[config.mk]
export PLATFORM = sky130hd
export DESIGN_NAME = uart_mmio
export DESIGN_NICKNAME = d
export VERILOG_FILES = /design/src/rtl/uart_mmio.sv
export SDC_FILE = /design/constraint.sdc
export NUM_CORES = 1
export LEC_CHECK = 0
export CAP_MARGIN = 30
export CORE_ASPECT_RATIO = 0.5
export CORE_UTILIZATION = 50
export CTS_BUF_LIST = sky130_fd_sc_hd__clkbuf_4
export DETAILED_ROUTE_END_ITERATION = 8
export PLACE_DENSITY = 0.7
export SLEW_MARGIN = 15
export SYNTH_ARGS = -nofsm -noshare
export SYNTH_HDL_FRONTEND = slang
export SYNTH_SLANG_ARGS = --single-unit
[constraint.sdc]
create_clock -name clk -period 4.1 [get_ports clk]
set_clock_uncertainty 0.1 [all_clocks]
set_input_delay 0.41 -clock clk [delete_from_list [all_inputs] [get_ports clk]]
set_output_delay 0.41 -clock clk [all_outputs]
set_load 0.01 [all_outputs]
[src/rtl/uart_mmio.sv]
`timescale 1ns/1ps
// uart_mmio: memory-mapped UART with TX/RX FIFOs, a runtime baud divisor,
// sticky error flags and a level interrupt.
//
// Ports:
//   clk, rst   - system clock (rising edge), async active-high reset
//   addr       - register offset, addr[3:2] selects DATA/STATUS/BAUD_DIV/CTRL
//   write_en   - single-cycle register write strobe
//   read_en    - single-cycle register read strobe (DATA read pops RX FIFO)
//   wdata      - write data
//   rdata      - combinational read data for the current addr
//   rx         - asynchronous serial input
//   tx         - serial output, idles high
//   uart_busy  - TX FIFO full, kept for the MMU busy-polling path
//   irq        - (rx_irq_en & rx_valid) | (tx_irq_en & tx_empty)
module uart_mmio #(
  parameter int CLK_FREQ = 100000000,
  parameter int BAUD     = 115200,
  parameter int TX_DEPTH = 16,
  parameter int RX_DEPTH = 16
) (
  input  logic        clk,
  input  logic        rst,
  input  logic [3:0]  addr,
  input  logic        write_en,
  input  logic        read_en,
  input  logic [31:0] wdata,
  output logic [31:0] rdata,
  input  logic        rx,
  output logic        tx,
  output logic        uart_busy,
  output logic        irq
);
  localparam int TX_AW = $clog2(TX_DEPTH);
  localparam int RX_AW = $clog2(RX_DEPTH);
  localparam logic [15:0] DIV_RST = 16'(CLK_FREQ / BAUD);
  localparam logic [TX_AW:0] TX_ONE = 1;
  localparam logic [RX_AW:0] RX_ONE = 1;

  localparam logic [1:0] A_DATA = 2'd0;
  localparam logic [1:0] A_STAT = 2'd1;
  localparam logic [1:0] A_BAUD = 2'd2;
  localparam logic [1:0] A_CTRL = 2'd3;

  typedef enum logic [1:0] {S_IDLE, S_START, S_DATA, S_STOP} state_t;

  // ---------------------------------------------------------------------
  // Register access decode
  // ---------------------------------------------------------------------
  logic [1:0] sel;
  logic       wr_data, wr_stat, wr_baud, wr_ctrl;
  logic       rx_pop;
  logic       rx_valid;

  assign sel     = addr[3:2];
  assign wr_data = write_en & (sel == A_DATA);
  assign wr_stat = write_en & (sel == A_STAT);
  assign wr_baud = write_en & (sel == A_BAUD);
  assign wr_ctrl = write_en & (sel == A_CTRL);
  // A simultaneous write wins; the read's pop side effect is suppressed.
  assign rx_pop  = read_en & ~write_en & (sel == A_DATA) & rx_valid;

  // Offset low bits and upper write-data bits carry no meaning here.
  logic unused_ok;
  assign unused_ok = &{1'b0, addr[1:0], wdata[31:16]};

  // ---------------------------------------------------------------------
  // Control registers
  // ---------------------------------------------------------------------
  logic [15:0] baud_div;
  logic [1:0]  ctrl;

  always_ff @(posedge clk or posedge rst) begin
    if (rst) begin
      baud_div <= DIV_RST;
      ctrl     <= 2'b00;
    end else begin
      if (wr_baud) baud_div <= (wdata[15:0] < 16'd4) ? 16'd4 : wdata[15:0];
      if (wr_ctrl) ctrl <= wdata[1:0];
    end
  end

  // ---------------------------------------------------------------------
  // TX FIFO (extra pointer bit separates full from empty on wrap)
  // ---------------------------------------------------------------------
  logic [7:0]     tx_mem [TX_DEPTH];
  logic [TX_AW:0] tx_wp, tx_rp;
  logic           tx_full, tx_empty, tx_push, tx_pop;

  assign tx_empty = (tx_wp == tx_rp);
  assign tx_full  = (tx_wp[TX_AW] != tx_rp[TX_AW]) &&
                    (tx_wp[TX_AW-1:0] == tx_rp[TX_AW-1:0]);
  // Fullness is the pre-edge value: a pop on the same edge does not make room.
  assign tx_push  = wr_data & ~tx_full;

  always_ff @(posedge clk or posedge rst) begin
    if (rst) begin
      tx_wp <= '0;
      tx_rp <= '0;
    end else begin
      if (tx_push) tx_wp <= tx_wp + TX_ONE;
      if (tx_pop)  tx_rp <= tx_rp + TX_ONE;
    end
  end

  always_ff @(posedge clk) begin
    if (tx_push) tx_mem[tx_wp[TX_AW-1:0]] <= wdata[7:0];
  end

  // ---------------------------------------------------------------------
  // TX FSM
  // ---------------------------------------------------------------------
  state_t      tx_st;
  logic [15:0] tx_div, tx_cnt;
  logic [2:0]  tx_bit;
  logic [7:0]  tx_sh;
  logic        tx_last;

  assign tx_last = (tx_cnt == tx_div - 16'd1);
  // Loading straight from the end of STOP keeps back-to-back frames gapless.
  assign tx_pop  = ~tx_empty & ((tx_st == S_IDLE) | ((tx_st == S_STOP) & tx_last));

  always_ff @(posedge clk or posedge rst) begin
    if (rst) begin
      tx_st  <= S_IDLE;
      tx     <= 1'b1;
      tx_div <= DIV_RST;
      tx_cnt <= '0;
      tx_bit <= '0;
      tx_sh  <= '0;
    end else if (tx_pop) begin
      // Divisor is captured per frame; BAUD_DIV writes apply to the next one.
      tx_st  <= S_START;
      tx     <= 1'b0;
      tx_sh  <= tx_mem[tx_rp[TX_AW-1:0]];
      tx_div <= baud_div;
      tx_cnt <= '0;
    end else begin
      case (tx_st)
        S_IDLE: tx <= 1'b1;
        S_START: begin
          if (tx_last) begin
            tx_cnt <= '0;
            tx_bit <= '0;
            tx     <= tx_sh[0];
            tx_st  <= S_DATA;
          end else begin
            tx_cnt <= tx_cnt + 16'd1;
          end
        end
        S_DATA: begin
          if (tx_last) begin
            tx_cnt <= '0;
            if (tx_bit == 3'd7) begin
              tx    <= 1'b1;
              tx_st <= S_STOP;
            end else begin
              tx_sh  <= {1'b0, tx_sh[7:1]};
              tx     <= tx_sh[1];
              tx_bit <= tx_bit + 3'd1;
            end
          end else begin
            tx_cnt <= tx_cnt + 16'd1;
          end
        end
        default: begin // S_STOP
          if (tx_last) begin
            tx_cnt <= '0;
            tx_st  <= S_IDLE;
          end else begin
            tx_cnt <= tx_cnt + 16'd1;
          end
        end
      endcase
    end
  end

  // ---------------------------------------------------------------------
  // RX synchroniser plus one history flop for falling-edge detection
  // ---------------------------------------------------------------------
  logic rx_s1, rx_s2, rx_prev;

  always_ff @(posedge clk or posedge rst) begin
    if (rst) begin
      rx_s1   <= 1'b1;
      rx_s2   <= 1'b1;
      rx_prev <= 1'b1;
    end else begin
      rx_s1   <= rx;
      rx_s2   <= rx_s1;
      rx_prev <= rx_s2;
    end
  end

  // ---------------------------------------------------------------------
  // RX FIFO
  // ---------------------------------------------------------------------
  logic [7:0]     rx_mem [RX_DEPTH];
  logic [RX_AW:0] rx_wp, rx_rp;
  logic           rx_full, rx_empty, rx_push;
  logic [7:0]     rx_sh;

  assign rx_empty = (rx_wp == rx_rp);
  assign rx_valid = ~rx_empty;
  assign rx_full  = (rx_wp[RX_AW] != rx_rp[RX_AW]) &&
                    (rx_wp[RX_AW-1:0] == rx_rp[RX_AW-1:0]);

  always_ff @(posedge clk or posedge rst) begin
    if (rst) begin
      rx_wp <= '0;
      rx_rp <= '0;
    end else begin
      if (rx_push) rx_wp <= rx_wp + RX_ONE;
      if (rx_pop)  rx_rp <= rx_rp + RX_ONE;
    end
  end

  always_ff @(posedge clk) begin
    if (rx_push) rx_mem[rx_wp[RX_AW-1:0]] <= rx_sh;
  end

  // ---------------------------------------------------------------------
  // RX FSM: samples at mid-bit, counted from the synchronised falling edge
  // ---------------------------------------------------------------------
  state_t      rx_st;
  logic [15:0] rx_div, rx_cnt;
  logic [2:0]  rx_bit;
  logic        rx_bit_end, rx_half, rx_stop_smp;
  logic        set_ovr, set_fe;

  assign rx_bit_end  = (rx_cnt == rx_div - 16'd1);
  // Edge detect costs one cycle, so mid-start lands one count early.
  assign rx_half     = (rx_cnt == {1'b0, rx_div[15:1]} - 16'd1);
  assign rx_stop_smp = (rx_st == S_STOP) & rx_bit_end;
  // A same-edge pop frees the slot first, so a full FIFO still accepts.
  assign rx_push     = rx_stop_smp & rx_s2 & (~rx_full | rx_pop);
  assign set_ovr     = rx_stop_smp & rx_s2 & rx_full & ~rx_pop;
  assign set_fe      = rx_stop_smp & ~rx_s2;

  always_ff @(posedge clk or posedge rst) begin
    if (rst) begin
      rx_st  <= S_IDLE;
      rx_div <= DIV_RST;
      rx_cnt <= '0;
      rx_bit <= '0;
      rx_sh  <= '0;
    end else begin
      case (rx_st)
        S_IDLE: begin
          if (rx_prev & ~rx_s2) begin
            rx_div <= baud_div;
            rx_cnt <= '0;
            rx_st  <= S_START;
          end
        end
        S_START: begin
          if (rx_half) begin
            rx_cnt <= '0;
            rx_bit <= '0;
            // Line back high at mid-start: treat as a glitch.
            rx_st  <= rx_s2 ? S_IDLE : S_DATA;
          end else begin
            rx_cnt <= rx_cnt + 16'd1;
          end
        end
        S_DATA: begin
          if (rx_bit_end) begin
            rx_cnt <= '0;
            rx_sh  <= {rx_s2, rx_sh[7:1]};
            if (rx_bit == 3'd7) rx_st <= S_STOP;
            else                rx_bit <= rx_bit + 3'd1;
          end else begin
            rx_cnt <= rx_cnt + 16'd1;
          end
        end
        default: begin // S_STOP
          if (rx_bit_end) begin
            rx_cnt <= '0;
            rx_st  <= S_IDLE;
          end else begin
            rx_cnt <= rx_cnt + 16'd1;
          end
        end
      endcase
    end
  end

  // ---------------------------------------------------------------------
  // Sticky error flags: W1C, a new event on the clearing edge wins
  // ---------------------------------------------------------------------
  logic overrun, frame_err;

  always_ff @(posedge clk or posedge rst) begin
    if (rst) begin
      overrun   <= 1'b0;
      frame_err <= 1'b0;
    end else begin
      overrun   <= (overrun   & ~(wr_stat & wdata[5])) | set_ovr;
      frame_err <= (frame_err & ~(wr_stat & wdata[6])) | set_fe;
    end
  end

  // ---------------------------------------------------------------------
  // Read mux and status outputs
  // ---------------------------------------------------------------------
  logic tx_active;
  assign tx_active = (tx_st != S_IDLE) | ~tx_empty;

  always_comb begin
    rdata = '0;
    case (sel)
      A_DATA:  if (rx_valid) rdata[7:0] = rx_mem[rx_rp[RX_AW-1:0]];
      A_STAT:  rdata[6:0] = {frame_err, overrun, rx_full, rx_valid,
                             tx_active, tx_empty, tx_full};
      A_BAUD:  rdata[15:0] = baud_div;
      default: rdata[1:0] = ctrl;
    endcase
  end

  assign uart_busy = tx_full;
  assign irq       = (ctrl[0] & rx_valid) | (ctrl[1] & tx_empty);

endmodule

==> metrics.cfg <==
[synth]
synth-seq-area-share_pct = 61.1
synth_edf_count = 256
netlist_area_um2 = 18100
ys.flop_type = edfxtp_1
syn_area_per_cell_um2 = 14.4
synth-warning-count = 0
synthArstFlopShare_pct = 34.4
synth_seq_cells = 390
synth_cell_types = 81
synthCells = 1258

[clock_tree]
cts_root_buf = clkbuf_4
h-tree-depth = 3
cts_tree = done
path_clk_slew_ps = 70
cts_buffers = 89
clock_sinks = 390
clockBufferDepth = 3
clock_latency_ps = 800

[global_route]
overflow = 0
grt_pass1_wl_mm = 61.8
grt_start_max_net_pins = 79
first_global_vias = 11200
grt_antenna_before_repair = 1
grt_usage_pct = 22.0

[floorplan]
ios = 76
initial_core_util_pct = 51.6
die_h_um = 137
coreArea_um2 = 35100
rows = 48
die_x_um = 271
die_area_um2 = 37000

[cells_and_area]
nets = 1429
final_cells = 1911
area_growth_pct = 12.6
drive_gt1_share_pct = 24.6

[sta]
setup_viol = 0
slew_headroom_pct = 46.2
fin_tns_setup_ps = 0
timing.final.max_slew_violations = 0
rsz0062_at_grt = false
hold_violations = 0
max_freq_mhz = 256
fin_crit_ps = 3900
timing.final.crit_share_pct = 95.1
worst_pin_slew_ps = 804
layout_setup_ws_ps = 201

[critical_path]
cp.required_ps = 3590
worstPathMaxFanout = 7
cp.arrival_ps = 3390
start_kind = register
crit_path_end_kind = output pin
worstSetupPathType = reg -> out

[routing]
drt_iter0_drc = 1060
routed_via_density = 5.73
drtAntennaViolNets = 0
routedWlPerCell_um = 20.7
drc = 0
routed_wl_mm = 39.6
vias = 11000
first_pass_iters = 5

[place]
place.detailed.hpwl_mm = 26.5
gp_congestion = 0.907
dp_slack_ps = 8.13
port_buffers = 41
dp.cells = 1743

[power_and_ir_drop]
pwr-share-clk_pct = 25.4
p_sw_share_pct = 34.0
powerDensity_nw_per_um2 = 602
p_switching_mw = 4.17
peakVddDrop_mv = 0.261
pwr-share-comb_pct = 32.2
seqPwrFrac_pct = 42.5
finalPower_mw = 12.3
leakagePower_nw = 7.35
p_int_mw = 8.11

[min_path]
hp-class = in -> reg

[flow_run]
cap_viol_max_count = 0

[outcome]
status = completed

==> cell type report <==
cell class / instances / area (um2)
flip-flops and latches: 390 / 11100
multi-input cells: 762 / 6600
well taps: 475 / 594
fillers: 2723 / 14700
inverters: 28 / 110
repair buffers: 94 / 863
clock inverters: 31 / 180
clock buffers: 130 / 976
diodes: 1 / 2.50
==> per-layer routing <==
metal  share of wire (%)  vias to the layer above  global-route usage [%]
met2                  48                      366                    34.8
met5                   0                        -                       0
met3                 6.2                       54                    4.72
li1                    -                     4978                       -
met4                 1.6                        0                    6.93
met1                  44                     5554                    30.8
==> critical path: stages (launching register included) <==
cell and delay (ps):
dfrtp_4 540, buf_4 210, mux4_2 570, mux4_2 480, a22oi_1 160, o21ai_0 120, clkdlybuf4s50_1 520
==> synthesized netlist by cell type, drive strengths merged (4+ instances only) <==
cell	n	area (um2)
nand2	68	258
a21oi	27	135
and3	24	150
o21ai	45	225
xor2	45	394
nor2	67	251
nand3	24	120
or3	11	68.8
nor2b	12	75.1
a22oi	7	52.6
clkbuf	59	221
nor3b	4	30.0
dfrtp	115	2880
nand4	21	131
or4	10	82.6
a31oi	4	31.3
mux4	80	1800
nand2b	11	68.8
ha	23	288
dfstp	19	499
buf	34	199
o211ai	4	30.0
a21boi	4	30.0
nand3b	6	45.0
inv	28	105
or4b	4	43.8
xnor2	62	543
mux2	72	811
o31ai	7	66.3
nor3	23	120
nor4	15	100
edfxtp	256	7690
and2	12	75.1
nor4b	7	76.3
==> placed cells by master (no fill, tap or decap), drive strengths merged, types with 24 or more instances in the layout <==
master,n
mux4,80
a21oi,27
clkinv,24
edfxtp,256
nand3,24
buf,51
inv,33
xor2,45
mux2,72
and3,24
clkbuf,130
nand2,68
o21ai,45
nor2,67
xnor2,62
dfrtp,115
clkdlybuf4s50,41
==> final timing paths <==
path / from / slack (ps) / depth (start not counted) / end
worst max-delay path: rx_rp[0]$_DFFE_PP0P_ / 200 / 6 / rdata[2]
worst min-delay path: wdata[13] / 180 / 2 / baud_div[13]$_DFFE_PP0P_
worst max register to register: tx_div[0]$_DFFE_PP0P_ / 220 / 11 / tx_sh[2]$_DFFE_PP0P_
worst min register to register: rx_s1$_DFF_PP1_ / 260 / 0 / rx_s2$_DFF_PP1_
max in group asynchronous: rst / 2440 / 4 / rx_s1$_DFF_PP1_
min in group asynchronous: rst / 570 / 3 / rx_rp[0]$_DFFE_PP0P_
==> power by group through the flow <==
stage	clock network, mW	registers (mW)	logic, mW
final	3.12	5.22	3.95
after global routing	3.39	5.28	4.30
after CTS	3.18	5.21	3.96
after detailed placement	0	5.31	3.86
after global placement	0	5.28	3.74
after floorplan	0	4.93	3.08
==> through the flow <==
stage	hold slack [ps]	util, %	area [um2]
after CTS	128	58.1	20400
after global placement	247	54.6	19100
after global routing	151	58.1	20400
after detailed placement	251	54.6	19100
after floorplan	245	-	18200
final	185	58.1	20400
==> flip-flops by register name, summed over array words and instances, names as in the netlist, 2 cells and up <==
register  cells
rx_mem      128
tx_cnt       16
rx_bit        3
tx_rp         5
rx_cnt       16
tx_bit        3
rx_rp         5
tx_wp         5
ctrl          2
baud_div     16
rx_sh         8
tx_div       16
tx_st         2
rx_wp         5
tx_mem      128
tx_sh         8
rx_div       16
rx_st         2
==> logic make-up after synthesis <==
family	share of synthesized area [%]
fa+ha+maj	1.59
flops	61.1
mux	14.6
simple gates	9.93
buf+inv	2.90
xor+xnor	5.18
compound gates	4.67
other cells	0.0207
==> what timing repair did <==
item / CTS / global route
resized for setup: 2 / 4
buffers inserted: 3 / 1
cloned: 0 / 0
hold buffers: 2 / 0
hold endpoints to repair: 3 / 0
endpoints found under the setup margin: 16 / 109
No activity file was read; power rests on OpenSTA's default activity.
